==> config.mk <==
export PLATFORM = sky130hd
export DESIGN_NAME = uart_tx_arbiter
export DESIGN_NICKNAME = d
export VERILOG_FILES = /design/src/rtl/uart_arb_pkg.sv /design/src/rtl/rr_select.sv /design/src/rtl/uart_tx_arbiter.sv
export SDC_FILE = /design/constraint.sdc
export NUM_CORES = 1
export LEC_CHECK = 0
export CORE_MARGIN = 4
export CORE_UTILIZATION = 30
export CTS_CLUSTER_SIZE = 20
export DETAILED_ROUTE_END_ITERATION = 8
export PLACE_DENSITY = 0.71
export SYNTH_ARGS = -nofsm -noshare
export SYNTH_HDL_FRONTEND = slang
export SYNTH_SLANG_ARGS = --single-unit
==> constraint.sdc <==
create_clock -name clk_i -period 1.8 [get_ports clk_i]
set_input_delay 0.18 -clock clk_i [delete_from_list [all_inputs] [get_ports clk_i]]
set_output_delay 0.18 -clock clk_i [all_outputs]
set_load 0.01 [all_outputs]
==> src/rtl/uart_arb_pkg.sv <==
// Shared constants and types for the UART transmit arbiter and its helpers.
// Latency: n/a (declarations only).
// Backpressure: n/a (declarations only).
package uart_arb_pkg;

  // State encodings of the arbiter FSM
  localparam logic [1:0] IDLE    = 2'd0;
  localparam logic [1:0] XFER    = 2'd1;
  localparam logic [1:0] WAIT_HI = 2'd2;
  localparam logic [1:0] WAIT_LO = 2'd3;

  typedef enum logic [1:0] {
    ST_IDLE    = IDLE,
    ST_XFER    = XFER,
    ST_WAIT_HI = WAIT_HI,
    ST_WAIT_LO = WAIT_LO
  } arb_state_t;

  // Serializer clocks per bit at 115200 baud from 27 MHz
  localparam int DELAY_FRAMES = 234;

  // One UART frame (10 bit times) of stall before a lock is broken
  localparam int TIMEOUT_CYCLES_DFLT = 10 * DELAY_FRAMES;

endpackage

==> src/rtl/rr_select.sv <==
// Combinational round-robin picker: first set request after rr_ptr_i, wrapping.
// Latency: 0 cycles (pure combinational).
// Backpressure: none; caller decides when to act on the pick.
module rr_select #(
  parameter int NUM_REQ = 4,
  parameter int GRANT_W = $clog2(NUM_REQ)
) (
  input  logic [NUM_REQ-1:0] req_i,
  input  logic [GRANT_W-1:0] rr_ptr_i,
  output logic               any_o,
  output logic [GRANT_W-1:0] idx_o
);

  // Scan from the farthest candidate back to the nearest so the nearest wins
  always_comb begin
    int                 cand;
    logic [GRANT_W-1:0] cand_idx;
    cand     = 0;
    cand_idx = '0;
    any_o    = 1'b0;
    idx_o    = '0;
    for (int i = NUM_REQ; i >= 1; i--) begin
      cand     = (int'(rr_ptr_i) + i) % NUM_REQ;
      cand_idx = cand[GRANT_W-1:0];
      if (req_i[cand_idx]) begin
        any_o = 1'b1;
        idx_o = cand_idx;
      end
    end
  end

endmodule

==> src/rtl/uart_tx_arbiter.sv <==
// Round-robin, packet-locked sharing of one UART byte serializer (optional lock timeout: UART_ARB_TIMEOUT_EN).
// Latency: valid in IDLE at N -> ready at N+1 -> tx_start_o at N+2; next byte of a packet 2 cycles after tx_busy_i falls.
// Backpressure: one byte in flight; ready only to the lock owner in XFER; tx_busy_i high in IDLE blocks new grants.
module uart_tx_arbiter
  import uart_arb_pkg::*;
#(
  parameter int NUM_REQ        = 4,
  parameter int GRANT_W        = $clog2(NUM_REQ),
  parameter int TIMEOUT_CYCLES = TIMEOUT_CYCLES_DFLT
) (
  input  logic                 clk_i,
  input  logic                 rst_i,
  input  logic [NUM_REQ-1:0]   req_valid_i,
  input  logic [8*NUM_REQ-1:0] req_data_i,
  input  logic [NUM_REQ-1:0]   req_last_i,
  output logic [NUM_REQ-1:0]   req_ready_o,
  output logic                 tx_start_o,
  output logic [7:0]           tx_data_o,
  input  logic                 tx_busy_i,
  output logic [GRANT_W-1:0]   grant_o,
  output logic                 busy_o,
  output logic                 timeout_o
);

  arb_state_t         state_q, state_d;
  logic [GRANT_W-1:0] grant_q, grant_d;
  logic [GRANT_W-1:0] rr_ptr_q, rr_ptr_d;
  logic               tx_start_q, tx_start_d;
  logic [7:0]         tx_data_q, tx_data_d;
  logic               last_q, last_d;
  logic               timeout_q, timeout_d;

  logic               pick_any;
  logic [GRANT_W-1:0] pick_idx;
  logic [7:0]         sel_data;
  logic               sel_last;
  logic               sel_valid;

`ifdef UART_ARB_TIMEOUT_EN
  localparam int STALL_W = $clog2(TIMEOUT_CYCLES + 1);
  logic [STALL_W-1:0] stall_cnt_q, stall_cnt_d;
`endif

  rr_select #(
    .NUM_REQ (NUM_REQ),
    .GRANT_W (GRANT_W)
  ) u_rr_select (
    .req_i    (req_valid_i),
    .rr_ptr_i (rr_ptr_q),
    .any_o    (pick_any),
    .idx_o    (pick_idx)
  );

  assign sel_data  = req_data_i[{grant_q, 3'b000} +: 8];
  assign sel_last  = req_last_i[grant_q];
  assign sel_valid = req_valid_i[grant_q];

  // Only the lock owner sees ready, and only while waiting for its next byte
  always_comb begin
    req_ready_o = '0;
    if (state_q == ST_XFER) begin
      req_ready_o[grant_q] = 1'b1;
    end
  end

  // Next-state and registered-output computation of the arbiter FSM
  always_comb begin
    state_d    = state_q;
    grant_d    = grant_q;
    rr_ptr_d   = rr_ptr_q;
    tx_start_d = 1'b0;
    tx_data_d  = tx_data_q;
    last_d     = last_q;
    timeout_d  = 1'b0;
`ifdef UART_ARB_TIMEOUT_EN
    stall_cnt_d = '0;
`endif
    case (state_q)
      ST_IDLE: begin
        if (pick_any && !tx_busy_i) begin
          grant_d = pick_idx;
          state_d = ST_XFER;
        end
      end
      ST_XFER: begin
        if (sel_valid) begin
          tx_data_d  = sel_data;
          tx_start_d = 1'b1;
          last_d     = sel_last;
          state_d    = ST_WAIT_HI;
        end
`ifdef UART_ARB_TIMEOUT_EN
        else if (stall_cnt_q == STALL_W'(TIMEOUT_CYCLES - 1)) begin
          // Owner went silent too long: drop the lock, packet left unterminated
          timeout_d = 1'b1;
          rr_ptr_d  = grant_q;
          state_d   = ST_IDLE;
        end else begin
          stall_cnt_d = stall_cnt_q + 1'b1;
        end
`endif
      end
      ST_WAIT_HI: begin
        // Serializer raises busy one cycle after the start pulse
        state_d = ST_WAIT_LO;
      end
      ST_WAIT_LO: begin
        if (!tx_busy_i) begin
          if (last_q) begin
            rr_ptr_d = grant_q;
            state_d  = ST_IDLE;
          end else begin
            state_d = ST_XFER;
          end
        end
      end
      default: state_d = ST_IDLE;
    endcase
  end

  // FSM state and registered outputs with synchronous reset
  always_ff @(posedge clk_i) begin
    if (rst_i) begin
      state_q    <= ST_IDLE;
      grant_q    <= '0;
      rr_ptr_q   <= GRANT_W'(NUM_REQ - 1);
      tx_start_q <= 1'b0;
      tx_data_q  <= 8'h00;
      last_q     <= 1'b0;
      timeout_q  <= 1'b0;
`ifdef UART_ARB_TIMEOUT_EN
      stall_cnt_q <= '0;
`endif
    end else begin
      state_q    <= state_d;
      grant_q    <= grant_d;
      rr_ptr_q   <= rr_ptr_d;
      tx_start_q <= tx_start_d;
      tx_data_q  <= tx_data_d;
      last_q     <= last_d;
      timeout_q  <= timeout_d;
`ifdef UART_ARB_TIMEOUT_EN
      stall_cnt_q <= stall_cnt_d;
`endif
    end
  end

  assign tx_start_o = tx_start_q;
  assign tx_data_o  = tx_data_q;
  assign grant_o    = grant_q;
  assign busy_o     = (state_q != ST_IDLE);
  assign timeout_o  = timeout_q;

endmodule
==> flow_summary.toml, run 1 <==
[outcome]
status = "complete, no violations"

[logic_synthesis]
async_flop_share_pct = 0
syn_area_mm2 = 0.001071
ys.flop_type = "dfxtp_1"
synth_warnings = 0
yosys.cell_count.top_type = "dfxtp_1"
synth_top_area_share_pct = 29.91
synth_area_leaders = "dfxtp_1 30%, mux4_2 17%, mux2i_1 10%, nor2_1 5.3%, mux4_1 4.9%"
synth_edf_count = 0
ys_ff_latch = 16
post_synth_num_cell_types = 31
seq_area_frac_synth_pct = 29.91
avgSynthCellArea_um2 = 10.40
synth.largest_area_cell = "dfxtp_1"
synth_nets = 150
synthCells = 103
synth_commonest_cells = "16 x dfxtp_1, 15 x nor2_1, 11 x mux2i_1"

[place]
io_buffers = 58
gp_congestion = 0.8284
dp_hpwl_um = 2558

[worst_setup_path]
timing.rr.start = "grant_o[0]"
reg2reg_slack_ns = 0.16
reg2regPathDepth = 4
worstPathMaxFanout = 7
cp_data_arrival_time_ns = 1.51
path_class = "reg2out"
endpoint_kind = "primary output"
start_kind = "flip-flop"
reg2reg_to = "tx_data_o[7]"
required_ns = 1.62

[detailed_routing]
first_pass_iters = 3
wl_per_cell_um = 14.43
viasPerCell = 4.808
drt_iter0_markers = 42
wirelength_um = 3074
drc = 0
vias = 1024
ant_nets = 0

[layout]
fill_cells = 295
final_nets = 215
multi_input_area_um2 = 681.9
synthToLayoutAreaGrowth_pct = 64.72
drive_gt1_share_pct = 14.37
utilization_pct = 52.05
ff_latch_area_um2 = 320.3
n_antenna_cell = 0

[job]
cap_violations = 0

[global_routing]
grt_pass1_vias = 966
grt_pass1_wl_um = 4485
grt-ovfl-total = 0
grt_max_degree = 11
antenna_found_initial = 0
grtUsageTotal_pct = 12.89

[die]
start_util_pct = 31.60
dieArea_mm2 = 0.004590
core.rowCount = 21
fp.dieH_um = 67.75
coreArea_mm2 = 0.003390
io_pins = 60
die_x_um = 67.75

[min_path]
worstHoldStart = "tx_data_o[2]"
hold_path_depth = 2
hold_path_end = "tx_data_o[2]"
hold_class = "reg2reg"

[sta]
setup_viol = 0
period_share_pct = 93.67
finalCriticalPeriod_ns = 1.686
skew_ns = 0.002396
max_freq_mhz = 593.1
hold_slack_ns = 0.5062
slew_viol_final = 0
grt_setup_unrepaired = "false"
hold_viol = 0

[clocking]
cts_sinks = 16
clk_path_buf_depth = 2
cts_tree = "yes"
cts_buffers = 3
cts_max_level = 1
cts_root_buf = "clkbuf_4"
clk_latency_ns = 0.28
clk_pin_slew_ns = 0.10

[power]
p_int_uw = 1051
sw_frac_of_total_pct = 35.13
p_leak_uw = 0.0007766
peakVddDrop_v = 0.0003348
pwr-share-seq_pct = 30.1
power_density_mw_per_mm2 = 918.5
power_switching_uw = 569.3
combPwrFrac_pct = 55.2
clockPowerShare_pct = 14.7
-- worst max path at each step --
stage	start	end	slack, ns	cells past startpoint
2_1_floorplan	grant_o[0]	last_q	0.26	5
3_3_place_gp	req_valid_i[0]	state_q[0]	0.03	6
3_5_place_dp	req_valid_i[0]	state_q[0]	-0.03	6
4_1_cts	state_q[0]	busy_o	0.01	4
5_1_grt	grant_o[0]	grant_o[0]	0.05	2
6_report	grant_o[0]	grant_o[0]	0.11	2
-- metrics by stage --
stage	setup WS, ns	TNS [ns]	instances	instance area, µm²	power (µW)
after detailed placement	-0.03401	-0.03401	209	1730	1417
after floorplan	0.2600	0	103	1071	1041
after global routing	0.04741	0	213	1764	1727
final	0.1140	0	213	1764	1620
after CTS	0.01333	0	213	1762	1642
after global placement	0.03422	0	209	1730	1382
-- cells by family (layout without fill, tap and decap cells) --
logic type / after synthesis / in the layout / share of synthesized area [%]
fa+ha+maj: 4 / 4 / 4.673
compound gates: 18 / 18 / 11.80
mux: 23 / 23 / 34.11
flops: 16 / 16 / 29.91
other cells: 1 / 1 / 0.3501
buf+inv: 14 / 78 / 6.424
simple gates: 27 / 27 / 12.73
-- repair_timing --
action / CTS / global route
endpoints found under the setup margin: 4 / 1
hold buffers: 0 / 0
gates cloned: 0 / 0
setup buffers: 0 / 0
gates resized for setup: 4 / 1
-- power groups by stage --
stage	combinational [µW]	clock [µW]	sequential, µW
2_1_floorplan	548	0	493
3_3_place_gp	892	0	490
3_5_place_dp	921	0	496
4_1_cts	912	242	487
5_1_grt	977	254	496
6_report	894	238	488
-- metal layers --
layer | vias up | share of wire, % | track usage [%] | wire length, µm
met2 | 42 | 46 | 23.09 | 1426
met5 | - | 0 | 0 | 0
met1 | 474 | 42 | 14.67 | 1282
met4 | 0 | 0.68 | 3.038 | 21
li1 | 506 | - | - | -
met3 | 2 | 11 | 4.160 | 344
-- cell usage in the layout, fill, tap and decap left out, types with 8 or more instances in the layout --
master,count
nor2_1,15
mux4_2,8
buf_4,8
mux2i_1,11
dfxtp_1,16
clkdlybuf4s50_1,53
inv_1,8
-- critical path, cell delays in order, from the launching register on --
cell and delay (ns):
dfxtp_1 0.49, buf_4 0.20, clkdlybuf4s50_1 0.54
-- registers in the layout, indices dropped and copies added, names as in the netlist --
register,flops
grant_o,2
last_q,1
rr_ptr_q,2
state_q,2
tx_data_o,8
tx_start_o,1
-- cell type report --
class                      count  area share (%)
clock buffer                   4           2.057
inverter                       8           1.702
multi-input combinational     73           38.65
sequential                    16           18.16
tap                           46           3.262
timing repair buffer          66           36.17
Note: power is estimated with default switching activity, not from simulation.
==> run 2, diff against run 1 <==
Settings changed: GPL_TIMING_DRIVEN from default to 0.
==> run 2 against run 1 <==
Design area shrank 1.1%; hold slack lost 0.0030 ns; critical path type unchanged; clock skew grew 0.0037 ns; power shrank 2.1%; routed wire length shrank 2.6%; sequential share of layout area grew 0.27 points; combinational power grew 2.7%; clock power shrank 21%; fmax grew 5.8%; largest power group unchanged.
==> flow_summary.toml, run 2 (synthesis results as in run 1) <==
[layout]
final_common_cell = "clkdlybuf4s50_1"
layout_common_cells = "53 x clkdlybuf4s50_1, 15 x nor2_1, 15 x dfxtp_1"
synthToLayoutAreaGrowth_pct = 62.97
drive_gt1_share_pct = 13.50
fill_cells = 308
final_nets = 212
n_antenna_cell = 0
stdcell_count = 209
finalInstanceArea_mm2 = 0.001745
largest_register_ffs = 8

[worst_setup_path]
cp_slowest_stage_delay_ns = 0.35
cp_common_cell = "buf_6"
reg2reg_slack_ns = 0.21
crit_cells = 5
worstPathMaxFanout = 10
path_class = "reg2out"
critPathSlowestCell = "dfxtp_1"
reg2reg_to = "state_q[0]"
timing.rr.start = "grant_o[1]"
required_ns = 1.62
crit_start = "grant_o[0]"
path_buf_inv = 3
path_delay_family = "buffers and inverters"
endpoint_kind = "primary output"
reg2regPathDepth = 5
cp-endpoint = "req_ready_o[3]"
worstPathCellList = "buf_6 > buf_6 > nand2_1 > nor2_1 > dlygate4sd2_1"
start_kind = "flip-flop"
cp_data_arrival_time_ns = 1.41

[detailed_routing]
viasPerCell = 4.737
first_pass_iters = 4
drc = 0
ant_nets = 0
vias = 990
drt_iter0_markers = 43
wirelength_um = 2994
wl_per_cell_um = 14.33

[job]
cap_violations = 0

[clocking]
cts_tree = "yes"
cts_buffers = 3
clk_pin_slew_ns = 0.10
cts_max_level = 1
clk_latency_ns = 0.28
clk_path_buf_depth = 2
cts_root_buf = "clkbuf_4"
post_cts_buffers = 0
cts_sinks = 16

[sta]
finalCriticalPeriod_ns = 1.593
hold_viol = 0
period_share_pct = 88.52
setup_viol = 0
skew_ns = 0.006075
slew_viol_final = 0
max_freq_mhz = 627.6
grt_setup_unrepaired = "false"
layout_setup_ws_ns = 0.2066

[power]
p_int_uw = 1017
clockPowerShare_pct = 11.9
p_leak_uw = 0.0007538
power_switching_uw = 569.6
sw_frac_of_total_pct = 35.90
pwr-share-seq_pct = 30.3
power_density_mw_per_mm2 = 908.9
combPwrFrac_pct = 57.9
peakVddDrop_v = 0.0003907

[die]
die_x_um = 67.75
core.rowCount = 21
dieArea_mm2 = 0.004590
start_util_pct = 31.60
fp.dieH_um = 67.75
coreArea_mm2 = 0.003390
io_pins = 60

[place]
pre_cts_slack_ns = -0.1841
io_buffers = 58
gp_congestion = 0.7624
placed_area_mm2 = 0.001709
dp_hpwl_um = 2425
dpl.cell_count = 207

[global_routing]
grt_max_degree = 17
grtUsageTotal_pct = 12.75
antenna_found_initial = 0
grt-ovfl-total = 0
grt_pass1_vias = 952
grt_pass1_wl_um = 4395

[min_path]
hold_class = "reg2reg"

[outcome]
status = "complete, no violations"
run 2: worst min path at each step:
stage                      start            to  cells after the start
floorplan                  rst_i    grant_o[1]                      1
global placement    tx_data_o[0]  tx_data_o[0]                      2
finish              tx_data_o[4]  tx_data_o[4]                      2
detailed placement  tx_data_o[0]  tx_data_o[0]                      2
global route        tx_data_o[0]  tx_data_o[0]                      2
CTS                 tx_data_o[3]  tx_data_o[3]                      2
run 2: what timing repair did:
item	4_1_cts	5_1_grt
hold buffers	0	0
endpoints found under the setup margin	5	1
gates resized for setup	10	1
run 2: metrics by stage:
stage | power (µW) | utilization, % | TNS [ns] | hold WS [ns]
5_1_grt | 1703 | 51.50 | 0 | 0.5302
6_report | 1586 | 51.50 | 0 | 0.5032
4_1_cts | 1615 | 51.42 | 0 | 0.5098
3_3_place_gp | 1367 | 50.42 | -0.3503 | 0.4778
2_1_floorplan | 1041 | - | 0 | 0.2491
3_5_place_dp | 1397 | 50.42 | -0.4756 | 0.4865
run 2: layout make-up:
type	count	area, µm²	area share (%)
well taps	46	57.56	3.297
plain buffers	5	41.29	2.366
repair buffers	58	578.1	33.12
multi-input cells	73	694.4	39.79
flip-flops and latches	16	321.6	18.42
inverters	8	30.03	1.720
clock buffers	3	22.52	1.290
run 2: worst register-to-register path: cells and delay by family, from the launching register on:
kind	cells	cell delay [ns]
AO/OA/AOI/OAI	3	0.59
multiplexers	1	0.36
flip-flops	1	0.34
buffers and inverters	1	0.23
run 2: power by group through the flow:
stage / combinational (µW) / clock (µW) / sequential, µW
finish: 918 / 188 / 480
global placement: 893 / 0 / 474
CTS: 938 / 197 / 480
global route: 1000 / 212 / 488
floorplan: 548 / 0 / 493
detailed placement: 919 / 0 / 478
run 2: metal layers:
metal / global-route usage, % / vias up / part of all wire (%)
met5: 0 / - / 0
met4: 4.557 / 0 / 0.94
met3: 3.494 / 2 / 11
met2: 21.14 / 42 / 44
met1: 15.69 / 445 / 45
li1: - / 501 / -
==> run 3, diff against run 2 <==
Settings changed: TNS_END_PERCENT from default to 50.
==> results of run 3 <==
Same layout as run 2: the final DEF is identical, and so are final timing and power.
